## src/rtl/seq_pkg.sv

```systemverilog
// rtl/seq_pkg.sv - opcodes, control-bit map and stage encodings shared by microcode_sequencer
package seq_pkg;

  localparam logic [3:0] OP_HLT = 4'h0;
  localparam logic [3:0] OP_NOP = 4'h1;
  localparam logic [3:0] OP_ADD = 4'h2;
  localparam logic [3:0] OP_SUB = 4'h3;
  localparam logic [3:0] OP_LDA = 4'h4;
  localparam logic [3:0] OP_OUT = 4'h5;
  localparam logic [3:0] OP_STA = 4'h6;
  localparam logic [3:0] OP_JMP = 4'h7;
  localparam logic [3:0] OP_JC  = 4'h8;
  localparam logic [3:0] OP_JZ  = 4'h9;
  localparam logic [3:0] OP_LDI = 4'hA;

  // _N suffix marks active-low signals: asserted by clearing the bit
  localparam int CB_PC_INC          = 15;
  localparam int CB_PC_EN           = 14;
  localparam int CB_PC_LOAD         = 13;
  localparam int CB_MAR_ADDR_LOAD_N = 12;
  localparam int CB_MAR_MEM_LOAD_N  = 11;
  localparam int CB_RAM_EN_N        = 10;
  localparam int CB_RAM_LOAD_N      = 9;
  localparam int CB_IR_LOAD_N       = 8;
  localparam int CB_IR_EN_N         = 7;
  localparam int CB_REGA_LOAD_N     = 6;
  localparam int CB_REGA_EN         = 5;
  localparam int CB_ADDER_SUB       = 4;
  localparam int CB_REGB_EN         = 3;
  localparam int CB_REGB_LOAD_N     = 2;
  localparam int CB_OUT_LOAD_N      = 1;
  localparam int CB_FLAGS_LOAD_N    = 0;

  localparam logic [15:0] CTRL_IDLE = 16'h1FC7;

  typedef enum logic [2:0] {
    ST_T0   = 3'd0,
    ST_T1   = 3'd1,
    ST_T2   = 3'd2,
    ST_T3   = 3'd3,
    ST_T4   = 3'd4,
    ST_T5   = 3'd5,
    ST_HOLD = 3'd6,
    ST_HALT = 3'd7
  } stage_t;

endpackage

```

## src/rtl/seq_decode.sv

```systemverilog
// rtl/seq_decode.sv - combinational (opcode, stage, flags) -> control word and last-stage marker
module seq_decode
  import seq_pkg::*;
(
  input  logic [3:0]  op,
  input  stage_t      stage,
  input  logic        c,
  input  logic        z,
  output logic [15:0] ctrl_next,
  output logic        is_last
);

  always_comb begin
    ctrl_next = CTRL_IDLE;
    is_last   = 1'b0;
    case (stage)
      ST_T0: begin
        ctrl_next[CB_PC_EN]           = 1'b1;
        ctrl_next[CB_MAR_ADDR_LOAD_N] = 1'b0;
      end
      ST_T1: ctrl_next[CB_PC_INC] = 1'b1;
      ST_T2: begin
        ctrl_next[CB_RAM_EN_N]  = 1'b0;
        ctrl_next[CB_IR_LOAD_N] = 1'b0;
        is_last = (op == OP_NOP) || (op == OP_HLT) || (op > OP_LDI);
      end
      ST_T3: begin
        is_last = op inside {OP_JMP, OP_JC, OP_JZ, OP_OUT, OP_LDI};
        case (op)
          OP_JMP, OP_JC, OP_JZ: begin
            // untaken conditional jumps still consume T3, idle
            if ((op == OP_JMP) || (op == OP_JC && c) || (op == OP_JZ && z)) begin
              ctrl_next[CB_IR_EN_N] = 1'b0;
              ctrl_next[CB_PC_LOAD] = 1'b1;
            end
          end
          OP_OUT: begin
            ctrl_next[CB_REGA_EN]    = 1'b1;
            ctrl_next[CB_OUT_LOAD_N] = 1'b0;
          end
          OP_LDI: begin
            ctrl_next[CB_IR_EN_N]     = 1'b0;
            ctrl_next[CB_REGA_LOAD_N] = 1'b0;
          end
          OP_LDA, OP_ADD, OP_SUB, OP_STA: begin
            ctrl_next[CB_IR_EN_N]         = 1'b0;
            ctrl_next[CB_MAR_ADDR_LOAD_N] = 1'b0;
          end
          default: ;
        endcase
      end
      ST_T4: begin
        is_last = (op == OP_LDA);
        case (op)
          OP_LDA: begin
            ctrl_next[CB_RAM_EN_N]    = 1'b0;
            ctrl_next[CB_REGA_LOAD_N] = 1'b0;
          end
          OP_ADD, OP_SUB: begin
            ctrl_next[CB_RAM_EN_N]    = 1'b0;
            ctrl_next[CB_REGB_LOAD_N] = 1'b0;
          end
          OP_STA: begin
            ctrl_next[CB_REGA_EN]        = 1'b1;
            ctrl_next[CB_MAR_MEM_LOAD_N] = 1'b0;
          end
          default: ;
        endcase
      end
      ST_T5: begin
        is_last = op inside {OP_ADD, OP_SUB, OP_STA};
        case (op)
          OP_ADD, OP_SUB: begin
            ctrl_next[CB_REGB_EN]      = 1'b1;
            ctrl_next[CB_REGA_LOAD_N]  = 1'b0;
            ctrl_next[CB_FLAGS_LOAD_N] = 1'b0;
            ctrl_next[CB_ADDER_SUB]    = (op == OP_SUB);
          end
          OP_STA: ctrl_next[CB_RAM_LOAD_N] = 1'b0;
          default: ;
        endcase
      end
      default: ;
    endcase
  end

endmodule

```

## src/rtl/microcode_sequencer.sv

```systemverilog
// rtl/microcode_sequencer.sv - stage/hold/flag/HALT sequencer with negedge-registered control word; SINGLE_STEP_EN adds step_req
module microcode_sequencer
  import seq_pkg::*;
#(
  parameter int OPCODE_W    = 4,
  parameter int HOLD_CYCLES = 1,
  parameter bit EARLY_END   = 1'b1
) (
  input  logic                clk,
  input  logic                rst_n,
  input  logic [OPCODE_W-1:0] opcode,
  input  logic                carry_in,
  input  logic                zero_in,
`ifdef SINGLE_STEP_EN
  input  logic                step_req,
`endif
  output logic [15:0]         ctrl,
  output logic [2:0]          stage,
  output logic                halted,
  output logic                instr_done
);

  stage_t      stage_q, stage_n;
  logic [3:0]  hold_q, hold_n;
  logic [3:0]  op;
  logic        c_q, z_q;
  logic        done_q, done_n;
  logic        flag_ld, stall, end_here, dec_last;
  logic [15:0] dec_ctrl, ctrl_next, ctrl_q;

  // any set bit above the decoded nibble demotes the opcode to NOP
  assign op = ((opcode >> 4) != '0) ? OP_NOP : opcode[3:0];

  seq_decode u_dec (
    .op       (op),
    .stage    (stage_q),
    .c        (c_q),
    .z        (z_q),
    .ctrl_next(dec_ctrl),
    .is_last  (dec_last)
  );

  assign end_here = EARLY_END ? dec_last : (stage_q == ST_T5);

`ifdef SINGLE_STEP_EN
  logic armed_q;
  assign stall = (stage_q == ST_T0) && !armed_q;

  always_ff @(posedge clk) begin
    if (!rst_n) armed_q <= 1'b0;
    else        armed_q <= (stage_n == ST_T0) && step_req;
  end
`else
  assign stall = 1'b0;
`endif

  always_ff @(posedge clk) begin
    if (!rst_n) begin
      stage_q <= ST_HOLD;
      hold_q  <= 4'(HOLD_CYCLES);
      c_q     <= 1'b0;
      z_q     <= 1'b0;
      done_q  <= 1'b0;
    end else begin
      stage_q <= stage_n;
      hold_q  <= hold_n;
      done_q  <= done_n;
      if (flag_ld) begin
        c_q <= carry_in;
        z_q <= zero_in;
      end
    end
  end

  always_comb begin
    stage_n = stage_q;
    hold_n  = hold_q;
    done_n  = 1'b0;
    flag_ld = 1'b0;
    case (stage_q)
      ST_HOLD: begin
        if (hold_q <= 4'd1) begin
          stage_n = ST_T0;
          hold_n  = 4'd0;
        end else begin
          hold_n = hold_q - 4'd1;
        end
      end
      ST_HALT: ;
      ST_T0, ST_T1, ST_T2, ST_T3, ST_T4, ST_T5: begin
        if (stall) begin
          stage_n = ST_T0;
        end else if (stage_q == ST_T2 && op == OP_HLT) begin
          stage_n = ST_HALT;
        end else if (end_here) begin
          stage_n = ST_T0;
          done_n  = 1'b1;
          flag_ld = (stage_q == ST_T5) && (op == OP_ADD || op == OP_SUB);
        end else begin
          stage_n = stage_t'(stage_q + 3'd1);
        end
      end
      default: stage_n = ST_HOLD;
    endcase
  end

  always_comb begin
    ctrl_next = CTRL_IDLE;
    if (stage_q <= ST_T5 && !stall) ctrl_next = dec_ctrl;
  end

  // negedge capture keeps the word settled for the next stage-advancing posedge
  always_ff @(negedge clk) begin
    ctrl_q <= ctrl_next;
  end

  assign ctrl       = ctrl_q;
  assign stage      = stage_q;
  assign halted     = (stage_q == ST_HALT);
  assign instr_done = done_q;

endmodule

```

## config.mk

```make
export PLATFORM = sky130hd
export DESIGN_NAME = microcode_sequencer
export DESIGN_NICKNAME = d
export VERILOG_FILES = /design/src/rtl/seq_pkg.sv /design/src/rtl/seq_decode.sv /design/src/rtl/microcode_sequencer.sv
export SDC_FILE = /design/constraint.sdc
export NUM_CORES = 1
export LEC_CHECK = 0
export CAP_MARGIN = 20
export CORE_ASPECT_RATIO = 1.4
export CORE_UTILIZATION = 50
export CTS_CLUSTER_DIAMETER = 50
export DETAILED_ROUTE_END_ITERATION = 8
export GPL_TIMING_DRIVEN = 0
export PLACE_DENSITY = 0.75
export SYNTH_ARGS = -nofsm -noshare
export SYNTH_HDL_FRONTEND = slang
export SYNTH_SLANG_ARGS = --single-unit
```

## constraint.sdc

```tcl
create_clock -name clk -period 2.3 [get_ports clk]
set_input_delay 0.46 -clock clk [delete_from_list [all_inputs] [get_ports clk]]
set_output_delay 0.46 -clock clk [all_outputs]
set_load 0.05 [all_outputs]
```

==> metrics.csv <==
metric,value,unit
outcome,finished with violations,
violations,setup timing,
p_sw_frac,0.4618,
async_flop_share,0,
setup_ws,-226.1,ps
cp_top_family,simple AND/OR/NAND/NOR gates,
final_area,0.002187,mm^2
worst_pin_slew,537.5,ps
critPathKind,in -> reg,
cts_root_buf,clkbuf_4,
min_path_type,reg -> reg,
place_congestion,0.8817,
first_iter_violations,62,
die_h,63.91,um
syn_nets,161,
grt_pass1_wl,5368,um
via_count,1427,
initial_core_util,0.5234,
grt-ovfl-total,0,
combPwrFrac,0.576,
drc,0,
yosys_register_bits,26,
crit_start,opcode[1],
synth_most_common_cell,dfxtp_1,
grt_max_degree,15,
n_antenna_cell,0,
areaGrowthSynthToFinish,59.78,%
yosysSeqAreaShare,0.3803,
power.total,0.002336,W
dp_hpwl,2302,um
numPortBuffers,28,
cts.sinks,26,
synth_common_cells,"26 x dfxtp_1, 13 x nand2_1, 9 x inv_1",
rsz0062_at_grt,true,
yosys-top-cells-area,"dfxtp_1 38%, ha_1 7.3%, nand2_1 3.6%, a21oi_1 2.9%, nor2b_1 2.7%",
grt_use_total,0.2420,
critPathCaptureType,flop,
clk_latency,410,ps
p_int,0.001257,W
cp_data_arrival_time,1670,ps
die_x,46.22,um
grt_pass1_vias,1275,
final_layout_size_suffix_gt1_frac,0.4615,
crit_chain,clkdlybuf4s15_1 > buf_6 > inv_1 > or4_1 > a21oi_1,
ant_nets,0,
postSynthAreaPerCell,9.440,um^2
cp-start-kind,primary input,
max-cap-violations,0,
synth_top_area_frac,0.3803,
cts_tree,yes,
routed_wl,4090,um
dieArea,0.002954,mm^2
powerDensity,1068,mW/mm^2
crit_fanout,10,
synth_edf_count,0,
io_pins,29,
setup_viol,25,
peakVddDrop,0.9237,mV
crit_required,1440,ps
hold_viol,0,
synth_ff_type,dfxtp_1,
cts_max_level,1,
postPlaceCellArea,0.001747,mm^2
clkPwrFrac,0.153,
p_leak,0.9277,nW
crit_slowest_cell,or4_1,
nets,225,
clock_skew,80.03,ps
grt_antenna_before_repair,0,
relSlewSlack,0.6406,
path_buf_inv,3,
post_drt_via_cell_ratio,5.848,
syn_area,0.001369,mm^2
cts_buffer_depth,2,
yosysUniqueCellTypes,49,
syn_inst,145,
r2r_start,stage[1]$_SDFFE_PN1P_,
wire_per_inst,16.76,um
fillers,136,
hold_start,c_q$_SDFFE_PN0P_,
maxSlewViolCount,0,
coreArea,0.002615,mm^2
p_switching,0.001079,W
yosys.area.top_type,dfxtp_1,
clk_pin_slew,150,ps
cpPeakStageDelay,530,ps
num_rows,22,
yosys_warnings,0,
dr.pass1.iters,4,
numCtsBuffers,3,
p_seq_frac,0.271,
[metal layers]
layer / vias to the layer above / track usage / part of all wire
met5: - / 0 / 0
met4: 0 / 0.1029 / 0.050
met3: 20 / 0.03672 / 0.036
li1: 659 / - / -
met2: 65 / 0.4525 / 0.57
met1: 683 / 0.2451 / 0.35
[final timing paths]
kind         cells after the start            endpoint  slack, ps
max                              5  ctrl[5]$_SDFF_NP0_       -230
min                              2    c_q$_SDFFE_PN0P_        500
max reg2reg                      5  ctrl[5]$_SDFF_NP0_       -220
min reg2reg                      2    c_q$_SDFFE_PN0P_        500
[state kept, by name, indices dropped and copies added, names as in the netlist]
register    flops
z_q             1
stage           3
instr_done      1
hold_q          4
c_q             1
ctrl           16
[cell type report]
cell class / count / area, um^2 / share of cell area
tap: 36 / 45.04 / 0.02059
multi-input combinational: 106 / 929.6 / 0.4251
clock buffer: 4 / 36.28 / 0.01659
inverter: 8 / 40.04 / 0.01831
sequential: 26 / 551.8 / 0.2523
buffer: 4 / 33.78 / 0.01545
timing repair buffer: 44 / 490.5 / 0.2243
clock inverter: 16 / 60.06 / 0.02746
[placed cells by master (no fill, tap or decap), drive strengths merged, types with 2 or more instances in the layout]
| cell | synthesis | routed |
|---|---|---|
| a211oi | 2 | 2 |
| a21boi | 2 | 2 |
| a21o | 3 | 3 |
| a21oi | 8 | 8 |
| a32oi | 2 | 2 |
| and2b | 2 | 2 |
| and3 | 2 | 2 |
| buf | 3 | 35 |
| clkbuf | 1 | 5 |
| clkdlybuf4s15 | 0 | 4 |
| clkdlybuf4s50 | 0 | 7 |
| dfxtp | 26 | 26 |
| ha | 8 | 8 |
| inv | 9 | 24 |
| mux2 | 2 | 2 |
| mux2i | 3 | 3 |
| nand2 | 14 | 14 |
| nand3 | 7 | 7 |
| nand4 | 4 | 4 |
| nor2 | 5 | 5 |
| nor2b | 7 | 7 |
| nor3 | 3 | 3 |
| nor3b | 6 | 6 |
| o211ai | 3 | 3 |
| o21ai | 6 | 6 |
[cells by family (layout without fill, tap and decap cells)]
group	count (synthesis)	count (layout)	share of synthesized area
DFF	26	26	0.3803
AOI/OAI and AO/OA	35	35	0.1956
adders and majority gates	8	8	0.07313
and+or+nand+nor	58	58	0.2651
buffers and inverters	13	76	0.04752
muxes	5	5	0.03839
[through the flow]
stage                     setup TNS, ps  hold WS, ps  utilization  setup slack, ps  std cells
after global routing              -4337        516.7       0.8364           -266.7        244
after global placement           -14220        459.9       0.6679           -803.6        209
final                             -3374        504.0       0.8364           -226.1        244
after floorplan                   -1105        444.5            -           -217.4        145
after detailed placement         -14520        472.9       0.6679           -802.9        209
after CTS                         -2960        492.9       0.7842           -176.3        237
[repair_timing]
action,in CTS,in global routing
setup buffers,9,8
pin swaps,8,7
gates cloned,0,0
resized for setup,163,24
setup endpoints to repair,30,26
hold buffers,0,0
[power groups by stage]
stage	Sequential (W)	Clock (W)	Combinational [W]
floorplan	0.000785	0.0000453	0.000553
global placement	0.000616	0.0000453	0.000949
detailed placement	0.000621	0.0000453	0.000970
CTS	0.000626	0.000340	0.00115
global route	0.000644	0.000400	0.00142
finish	0.000634	0.000357	0.00135
[worst reg2reg max path: cells and delay by family, from the launching register on]
family	cells	cell delay, ps
buffers and inverters	1	90
AOI/OAI and AO/OA	1	150
and+or+nand+nor	2	530
adders and majority gates	1	150
DFF	1	410
(Power assumes the default switching activity.)
